--- src/rtl/wr_ingress_ctrl_if.sv ---
// Upstream valid/ready stream into the write-side ingress stage.
//   s_valid : producer has a beat on s_data
//   s_data  : beat payload
//   s_ready : consumer can take a beat this cycle
// master = producer side, slave = wr_ingress_ctrl side.
interface wr_ingress_ctrl_if #(
    parameter int unsigned DATA_WIDTH = 8
);
    logic                  s_valid;
    logic [DATA_WIDTH-1:0] s_data;
    logic                  s_ready;

    modport master (output s_valid, output s_data, input s_ready);
    modport slave  (input s_valid, input s_data, output s_ready);
endinterface

--- src/rtl/wr_ingress_ctrl.sv ---
// Write-side ingress stage of the async FIFO.
// Buffers the upstream stream in a 2-entry skid buffer, presents beats to the write-pointer
// handler (w_en/wdata), synchronises the gray read pointer into wclk, and tracks fill level,
// almost_full and a saturating full-stall counter.
// Ports:
//   wclk, wrst_n  : write clock, async active-low reset
//   s             : upstream stream (slave modport: s_valid, s_data in; s_ready out, registered)
//   g_rptr_async  : gray read pointer from read domain
//   g_rptr_sync   : synchronised gray read pointer, to pointer handler
//   b_wptr        : binary write pointer from pointer handler
//   full          : registered full from pointer handler
//   w_en, wdata   : write request and data
//   wlevel        : registered fill level 0..DEPTH
//   almost_full   : registered wlevel >= AF_THRESH
//   stall_cnt     : saturating count of cycles with data waiting while full
//   stall_clr     : synchronous clear of stall_cnt, wins over increment
module wr_ingress_ctrl #(
    parameter int unsigned DATA_WIDTH  = 8,
    parameter int unsigned PTR_WIDTH   = 3,
    parameter int unsigned SYNC_STAGES = 2,
    parameter int unsigned AF_THRESH   = 6
) (
    input  logic                  wclk,
    input  logic                  wrst_n,
    wr_ingress_ctrl_if.slave      s,
    input  logic [PTR_WIDTH:0]    g_rptr_async,
    output logic [PTR_WIDTH:0]    g_rptr_sync,
    input  logic [PTR_WIDTH:0]    b_wptr,
    input  logic                  full,
    output logic                  w_en,
    output logic [DATA_WIDTH-1:0] wdata,
    output logic [PTR_WIDTH:0]    wlevel,
    output logic                  almost_full,
    output logic [15:0]           stall_cnt,
    input  logic                  stall_clr
);

    localparam logic [31:0]        AF_THRESH_W = 32'(AF_THRESH);
    localparam logic [PTR_WIDTH:0] AF_LEVEL    = AF_THRESH_W[PTR_WIDTH:0];

    // Skid buffer
    logic                  main_valid_q, main_valid_d;
    logic [DATA_WIDTH-1:0] main_data_q, main_data_d;
    logic                  skid_valid_q, skid_valid_d;
    logic [DATA_WIDTH-1:0] skid_data_q, skid_data_d;
    logic                  s_ready_q;
    logic                  acc, fire;

    assign acc  = s.s_valid & s_ready_q;
    assign fire = main_valid_q & ~full;

    always_comb begin
        main_valid_d = main_valid_q;
        main_data_d  = main_data_q;
        skid_valid_d = skid_valid_q;
        skid_data_d  = skid_data_q;
        if (!main_valid_q) begin
            // Skid is always empty when main is empty.
            if (acc) begin
                main_valid_d = 1'b1;
                main_data_d  = s.s_data;
            end
        end else if (!fire) begin
            if (acc) begin
                skid_valid_d = 1'b1;
                skid_data_d  = s.s_data;
            end
        end else if (skid_valid_q) begin
            // s_ready is low while skid holds data, so no new beat can arrive here.
            main_data_d  = skid_data_q;
            skid_valid_d = 1'b0;
        end else if (acc) begin
            main_data_d = s.s_data;
        end else begin
            main_valid_d = 1'b0;
        end
    end

    always_ff @(posedge wclk or negedge wrst_n) begin
        if (!wrst_n) begin
            main_valid_q <= 1'b0;
            main_data_q  <= '0;
            skid_valid_q <= 1'b0;
            skid_data_q  <= '0;
            s_ready_q    <= 1'b1;
        end else begin
            main_valid_q <= main_valid_d;
            main_data_q  <= main_data_d;
            skid_valid_q <= skid_valid_d;
            skid_data_q  <= skid_data_d;
            s_ready_q    <= ~skid_valid_d;
        end
    end

    assign s.s_ready = s_ready_q;
    assign w_en      = main_valid_q;  // pointer handler gates with !full itself
    assign wdata     = main_data_q;

    // Read-pointer synchroniser: plain flop chain, nothing between stages.
    logic [PTR_WIDTH:0] sync_q [SYNC_STAGES];

    always_ff @(posedge wclk or negedge wrst_n) begin
        if (!wrst_n) begin
            for (int i = 0; i < int'(SYNC_STAGES); i++) begin
                sync_q[i] <= '0;
            end
        end else begin
            sync_q[0] <= g_rptr_async;
            for (int i = 1; i < int'(SYNC_STAGES); i++) begin
                sync_q[i] <= sync_q[i-1];
            end
        end
    end

    assign g_rptr_sync = sync_q[SYNC_STAGES-1];

    // Level, almost_full, stall counter
    logic [PTR_WIDTH:0] rbin;
    logic [PTR_WIDTH:0] wlevel_q;
    logic               almost_full_q;
    logic [15:0]        stall_cnt_q, stall_cnt_d;

    always_comb begin
        rbin[PTR_WIDTH] = g_rptr_sync[PTR_WIDTH];
        for (int i = int'(PTR_WIDTH) - 1; i >= 0; i--) begin
            rbin[i] = rbin[i+1] ^ g_rptr_sync[i];
        end
    end

    always_comb begin
        stall_cnt_d = stall_cnt_q;
        if (stall_clr) begin
            stall_cnt_d = '0;
        end else if (main_valid_q && full && (stall_cnt_q != 16'hFFFF)) begin
            stall_cnt_d = stall_cnt_q + 16'd1;
        end
    end

    always_ff @(posedge wclk or negedge wrst_n) begin
        if (!wrst_n) begin
            wlevel_q      <= '0;
            almost_full_q <= 1'b0;
            stall_cnt_q   <= '0;
        end else begin
            // Modulo subtraction handles pointer wrap; max result is DEPTH.
            wlevel_q      <= b_wptr - rbin;
            almost_full_q <= (wlevel_q >= AF_LEVEL);
            stall_cnt_q   <= stall_cnt_d;
        end
    end

    assign wlevel      = wlevel_q;
    assign almost_full = almost_full_q;
    assign stall_cnt   = stall_cnt_q;

endmodule

--- src/flat_wrapper.sv ---
// flat-port wrapper written by rule: the top's interface ports become plain ports
module wr_ingress_ctrl_flat 
#(
    parameter int unsigned DATA_WIDTH  = 8,
    parameter int unsigned PTR_WIDTH   = 3,
    parameter int unsigned SYNC_STAGES = 2,
    parameter int unsigned AF_THRESH   = 6
)
  (wclk, wrst_n, g_rptr_async, g_rptr_sync, b_wptr, full, w_en, wdata, wlevel, almost_full, stall_cnt, stall_clr, s_s_valid, s_s_data, s_s_ready);
  wr_ingress_ctrl_if #(.DATA_WIDTH(DATA_WIDTH)) s_i ();
  input  logic wclk;
  input  logic wrst_n;
  input  logic [PTR_WIDTH:0] g_rptr_async;
  output logic [PTR_WIDTH:0] g_rptr_sync;
  input  logic [PTR_WIDTH:0] b_wptr;
  input  logic full;
  output logic w_en;
  output logic [DATA_WIDTH-1:0] wdata;
  output logic [PTR_WIDTH:0] wlevel;
  output logic almost_full;
  output logic [15:0] stall_cnt;
  input  logic stall_clr;
  input wire logic [$bits(s_i.s_valid)-1:0] s_s_valid;
  input wire logic [$bits(s_i.s_data)-1:0] s_s_data;
  output wire logic [$bits(s_i.s_ready)-1:0] s_s_ready;
  assign s_i.s_valid = s_s_valid;
  assign s_i.s_data = s_s_data;
  assign s_s_ready = s_i.s_ready;
  wr_ingress_ctrl #(.DATA_WIDTH(DATA_WIDTH), .PTR_WIDTH(PTR_WIDTH), .SYNC_STAGES(SYNC_STAGES), .AF_THRESH(AF_THRESH)) u_core (.wclk(wclk), .wrst_n(wrst_n), .s(s_i), .g_rptr_async(g_rptr_async), .g_rptr_sync(g_rptr_sync), .b_wptr(b_wptr), .full(full), .w_en(w_en), .wdata(wdata), .wlevel(wlevel), .almost_full(almost_full), .stall_cnt(stall_cnt), .stall_clr(stall_clr));
endmodule
--- config.mk ---
export PLATFORM = sky130hd
export DESIGN_NAME = wr_ingress_ctrl_flat
export DESIGN_NICKNAME = d
export VERILOG_FILES = /design/src/rtl/wr_ingress_ctrl_if.sv /design/src/rtl/wr_ingress_ctrl.sv /design/src/flat_wrapper.sv
export SDC_FILE = /design/constraint.sdc
export NUM_CORES = 1
export LEC_CHECK = 0
export CAP_MARGIN = 20
export CORE_UTILIZATION = 52
export DETAILED_ROUTE_END_ITERATION = 6
export PLACE_DENSITY = 0.86
export SETUP_SLACK_MARGIN = 0.5
export SLEW_MARGIN = 10
export SYNTH_ARGS = -nofsm -noshare
export SYNTH_HDL_FRONTEND = slang
export SYNTH_SLANG_ARGS = --single-unit
export TNS_END_PERCENT = 10
--- constraint.sdc ---
create_clock -name wclk -period 4.5 [get_ports wclk]
set_clock_uncertainty 0.05 [all_clocks]
set_input_delay 0.9 -clock wclk [delete_from_list [all_inputs] [get_ports wclk]]
set_output_delay 0.9 -clock wclk [all_outputs]
set_load 0.1 [all_outputs]
# [Yosys cells after proc, flatten, opt, wreduce, memory -nomap -nowiden]
# Index checks and enable logic that the tools add are counted.
[totals] out_inout_bits=35 inputBits=21 ff_bits=48 elab_cells=40
[classes] n_eq_ne=2 n_bitwise=8 n_reduce_logical=4 add_sub_neg=2 magnitude_cmp=1 muxes=13
[op_table] operator="$mux W16" count=2
[op_table] operator="$mux W8" count=4
[op_table] operator="$add A16 B1 Y16 const B" count=1
[op_table] operator="$ne A16 B16 Y1 const B" count=1
[op_table] operator="$mux W1" count=7
[op_table] operator="$ge A4 B3 Y1 const B" count=1
[op_table] operator="$sub A4 B4 Y4" count=1
[op_table] operator="$not A1 Y1" count=3
[op_table] operator="$reduce_and A3 Y1" count=1
[op_table] operator="$xor A1 B1 Y1" count=3
[op_table] operator="$and A1 B1 Y1" count=2
[op_table] operator="$logic_and A1 B1 Y1" count=2
[op_table] operator="$ne A2 B2 Y1 const B" count=1
[op_table] operator="$reduce_bool A2 Y1" count=1

# [Depth between registers and ports, before layout]
[logic_depth] word_depth=5 ltp_mapped=8 ltp_nobuf=8

# [Worst setup path before layout]
# Ideal clock, no wire load.
[synth_timing] kind="flip-flop to flip-flop" from="register u_core.stall_cnt_q[1], in the netlist u_core.stall_cnt[1]" to="register u_core.stall_cnt_q[10], in the netlist u_core.stall_cnt[10]" setup_ps=78 required_time_ps=4372 path_stages_with_launch=6 arrival_ps=2448 path_slack_ps=1923 path_cell_list="dfrtp_1 -> ha_1 -> nand4_2 -> or3_4 -> or4_1 -> a21oi_1"
[synth_via] elab_chain_len=3
[synth_lines] element="start: declaration" line="wr_ingress_ctrl.sv:121" text="logic [15:0] stall_cnt_q, stall_cnt_d;"
[synth_lines] element="start signal: assignment" line="wr_ingress_ctrl.sv:148" text="stall_cnt_q <= stall_cnt_d;"
[synth_lines] element="$add A16 B1 Y16 / $ne A16 B16 Y1 (equally long branches)" line="wr_ingress_ctrl.sv:135, wr_ingress_ctrl.sv:134"
[synth_lines] element="$mux W16 / $logic_and A1 B1 Y1 (equally long branches)" line="wr_ingress_ctrl.sv:134" text="end else if (main_valid_q && full && (stall_cnt_q != 16'hFFFF)) begin"
[synth_lines] element="$mux W16 / $reduce_bool A2 Y1 (equally long branches)"
# Parallel ways exist; a longest one is shown, timed or not. The select of a mux whose other input is x is not followed.
# A chain may end at the register's enable or synchronous reset.

# [Final worst setup path]
[layout_timing] from="register u_core.s_ready_q, in the netlist u_core.s.s_ready" to="output port s_s_ready"
[layout_rtl] element="start: declaration" line="wr_ingress_ctrl.sv:46" text="logic s_ready_q;"
[layout_rtl] element="start signal: assignment" line="wr_ingress_ctrl.sv:91" text="s_ready_q <= ~skid_valid_d;"
[layout_rtl] element="end: declaration" line="flat_wrapper.sv:25" text="output wire logic [$bits(s_i.s_ready)-1:0] s_s_ready;"
# No word-level cell between the ends.

==> flow_summary_export.csv <==
group,metric,value,unit
clocking,cts_resized,0,
final_layout,final_cells,304,
logic_synthesis,yosysTopAreaCell,"dfrtp_1",
logic_synthesis,synth_cell_types,40,
timing,tns,0,ps
floorplanning,die_w,67.5,um
logic_synthesis,synth_enable_flop_cells,0,
placement,io_buffers,55,
power,ir_drop,0.626,mV
clocking,clk-insertion-delay-late,300,ps
power,p_leak,1.24,nW
setup_path,worstPathArrival,1970,ps
logic_synthesis,synthCells,199,
timing,drv_slew,0,
global_routing,grt_pass1_wl,6.60,mm
global_routing,first_global_vias,1505,
clocking,clk_pin_slew,80,ps
clocking,post_cts_buffers,0,
setup_path,critPathKind,"reg -> out",
clocking,cts-root-buf,"clkbuf_8",
clocking,htreeDepth,2,
logic_synthesis,synthTopCellsByArea,"dfrtp_1 (53%), mux2_2 (4.5%), a21oi_1 (4.3%), mux2i_1 (4.0%), ha_1 (2.2%)",
floorplanning,start_util,0.550,
floorplanning,coreArea,4060,sq um
placement,place_ws,1640,ps
timing,final_hold_viol_count,0,
clocking,clock_path_buffers,2,
route,viasPerCell,5.70,
final_layout,area_growth,29.6,%
logic_synthesis,synth_top_family_by_area,"simple AND/OR/NAND/NOR gates",
logic_synthesis,synth-simple-area-share,0.154,
timing,finalSetupViolCount,0,
timing,max_slew_margin,0.343,
clocking,cts.sinks,48,
clocking,hold_buffers,0,
clocking,cts_tree,"yes",
placement,dp_hpwl,3.02,mm
status,status,"finished clean",
logic_synthesis,yosysWarnings,0,
logic_synthesis,netlist.area_leader.share,0.527,
final_layout,antenna_cells,0,
placement,gp_congestion,0.850,
logic_synthesis,synth-seq-cells,48,
setup_path,crit_family,"buffers and inverters",
logic_synthesis,syn_area,2230,sq um
flow_run,cap_violations,0,
setup_path,crit_slowest_cell,"clkdlybuf4s50_1",
timing,max_clock_freq,0.342,GHz
logic_synthesis,synth_commonest_cells,"dfrtp_1 (47), a21oi_1 (19), nand2_1 (12), nor2_1 (12)",
logic_synthesis,avgSynthCellArea,11.2,sq um
global_routing,grt_max_degree,49,
route,postRouteAntennaNets,0,
setup_path,worstPathRequired,3550,ps
logic_synthesis,async_flop_share,1.00,
power,power.density,591,nW/um^2
logic_synthesis,postSynthNetCount,225,
setup_path,worst-path-max-fanout,3,
logic_synthesis,synth-compound-area-share,0.122,
global_routing,grt_usage,0.199,
global_routing,antenna_found_initial,0,
timing,finalCritPeriodShare,0.650,
timing,postLayoutSetupSlackWorst,1580,ps
route,routedWlPerCell,14.0,um
logic_synthesis,yosys.area_share.xor_xnor,0.0236,
setup_path,worstPathCellList,"clkdlybuf4s50_1",
placement,dp_cells,294,
route,dr.pass1.iters,4,
floorplanning,die_h,67.5,um
route,num_vias,1734,
logic_synthesis,synthMuxAreaShare,0.0858,
timing,period_needed,2920,ps
final_layout,drive_gt1_frac,0.102,
worst_hold_path,hp-class,"reg -> reg",
route,wl,4.25,mm
clocking,cts_made_buffers,5,
floorplanning,num_rows,23,
global_routing,grt_overflow,0,
logic_synthesis,synth-seq-area-share,0.539,
setup_path,cp-start-kind,"register",
timing,rsz0062_at_grt,"no",
setup_path,worstSetupEndpointType,"primary output",
route,drc,0,
floorplanning,boundaryPins,56,
final_layout,utilization,0.713,
logic_synthesis,synth-adder-area-share,0.0314,
floorplanning,die_area,4560,sq um
logic_synthesis,ys.flop_type,"dfrtp_1",
logic_synthesis,synth_most_common_cell,"dfrtp_1",
setup_path,crit_buf_inv,1,
power,finalPower,0.00171,W
setup_path,max_stage_delay,1130,ps
timing,tightest_slew,983,ps
route,drt-initial-drc-count,113,
final_layout,layout.nets,279,
## logic make-up after synthesis
| family | after synthesis |
|---|---|
| AND/OR/NAND/NOR | 61 |
| flip-flops | 48 |
| AO/OA/AOI/OAI | 42 |
| buffers and inverters | 19 |
| multiplexers | 18 |
| XOR/XNOR | 6 |
| adder cells (fa/ha/maj) | 5 |
## area by class of cell
type	instances	area [sq um]
tap	50	62.6
multi-input combinational	132	930
fill	322	1170
timing repair buffer	57	573
clock buffer	8	90.1
inverter	9	33.8
sequential	48	1200
## placed cells by master, fill, tap and decap left out, drive strengths merged, types with 4 or more instances in the layout
cell type      count
a21oi             19
clkbuf             8
clkdlybuf4s50     54
dfrtp             47
ha                 4
inv                9
mux2               9
mux2i              9
nand2             12
nand3              9
nand4              5
nor2              12
nor4               5
o21ai              5
o31ai              4
or3                4
or4                5
xnor2              5
## final timing paths
check	slack (ps)	cells past startpoint	from	to
min in group asynchronous	420	1	wrst_n	u_core.stall_cnt[8]$_DFFE_PN0P_
max in group asynchronous	3420	2	wrst_n	u_core.s.s_ready$_DFF_PN1_
setup reg to reg	2240	5	u_core.stall_cnt[1]$_DFFE_PN0P_	u_core.stall_cnt[7]$_DFFE_PN0P_
hold reg to reg	300	0	u_core.sync_q[4]$_DFF_PN0_	u_core.g_rptr_sync[0]$_DFF_PN0_
hold / removal	300	0	u_core.sync_q[4]$_DFF_PN0_	u_core.g_rptr_sync[0]$_DFF_PN0_
setup / recovery	1580	1	u_core.s.s_ready$_DFF_PN1_	s_s_ready
## stage by stage
stage	area (sq um)	hold slack [ps]
6_report	2890	300
5_1_grt	2890	309
4_1_cts	2860	305
3_5_place_dp	2770	286
3_3_place_gp	2770	282
2_1_floorplan	2230	281
## power breakdown
| part | switching [W] | internal [W] |
|---|---|---|
| logic | 0.000622 | 0.000226 |
| registers | 0.0000637 | 0.000540 |
| clock network | 0.000133 | 0.000125 |
| total | 0.000819 | 0.000891 |
## state kept, by name, summed over array words and instances (netlist names)
signal / flops
u_core.g_rptr_sync: 4
u_core.s.s_ready: 1
u_core.sync_q: 4
u_core.w_en: 1
u_core.wdata: 8
u_core.almost_full: 1
u_core.skid_valid_q: 1
u_core.skid_data_q: 8
u_core.wlevel: 4
u_core.stall_cnt: 16
## routing by layer
layer	wire, um	global-route usage
met4	57	0.0559
met2	2050	0.333
met5	0	0
met1	1850	0.240
met3	297	0.0709
Power figures use the tool's default switching activity.
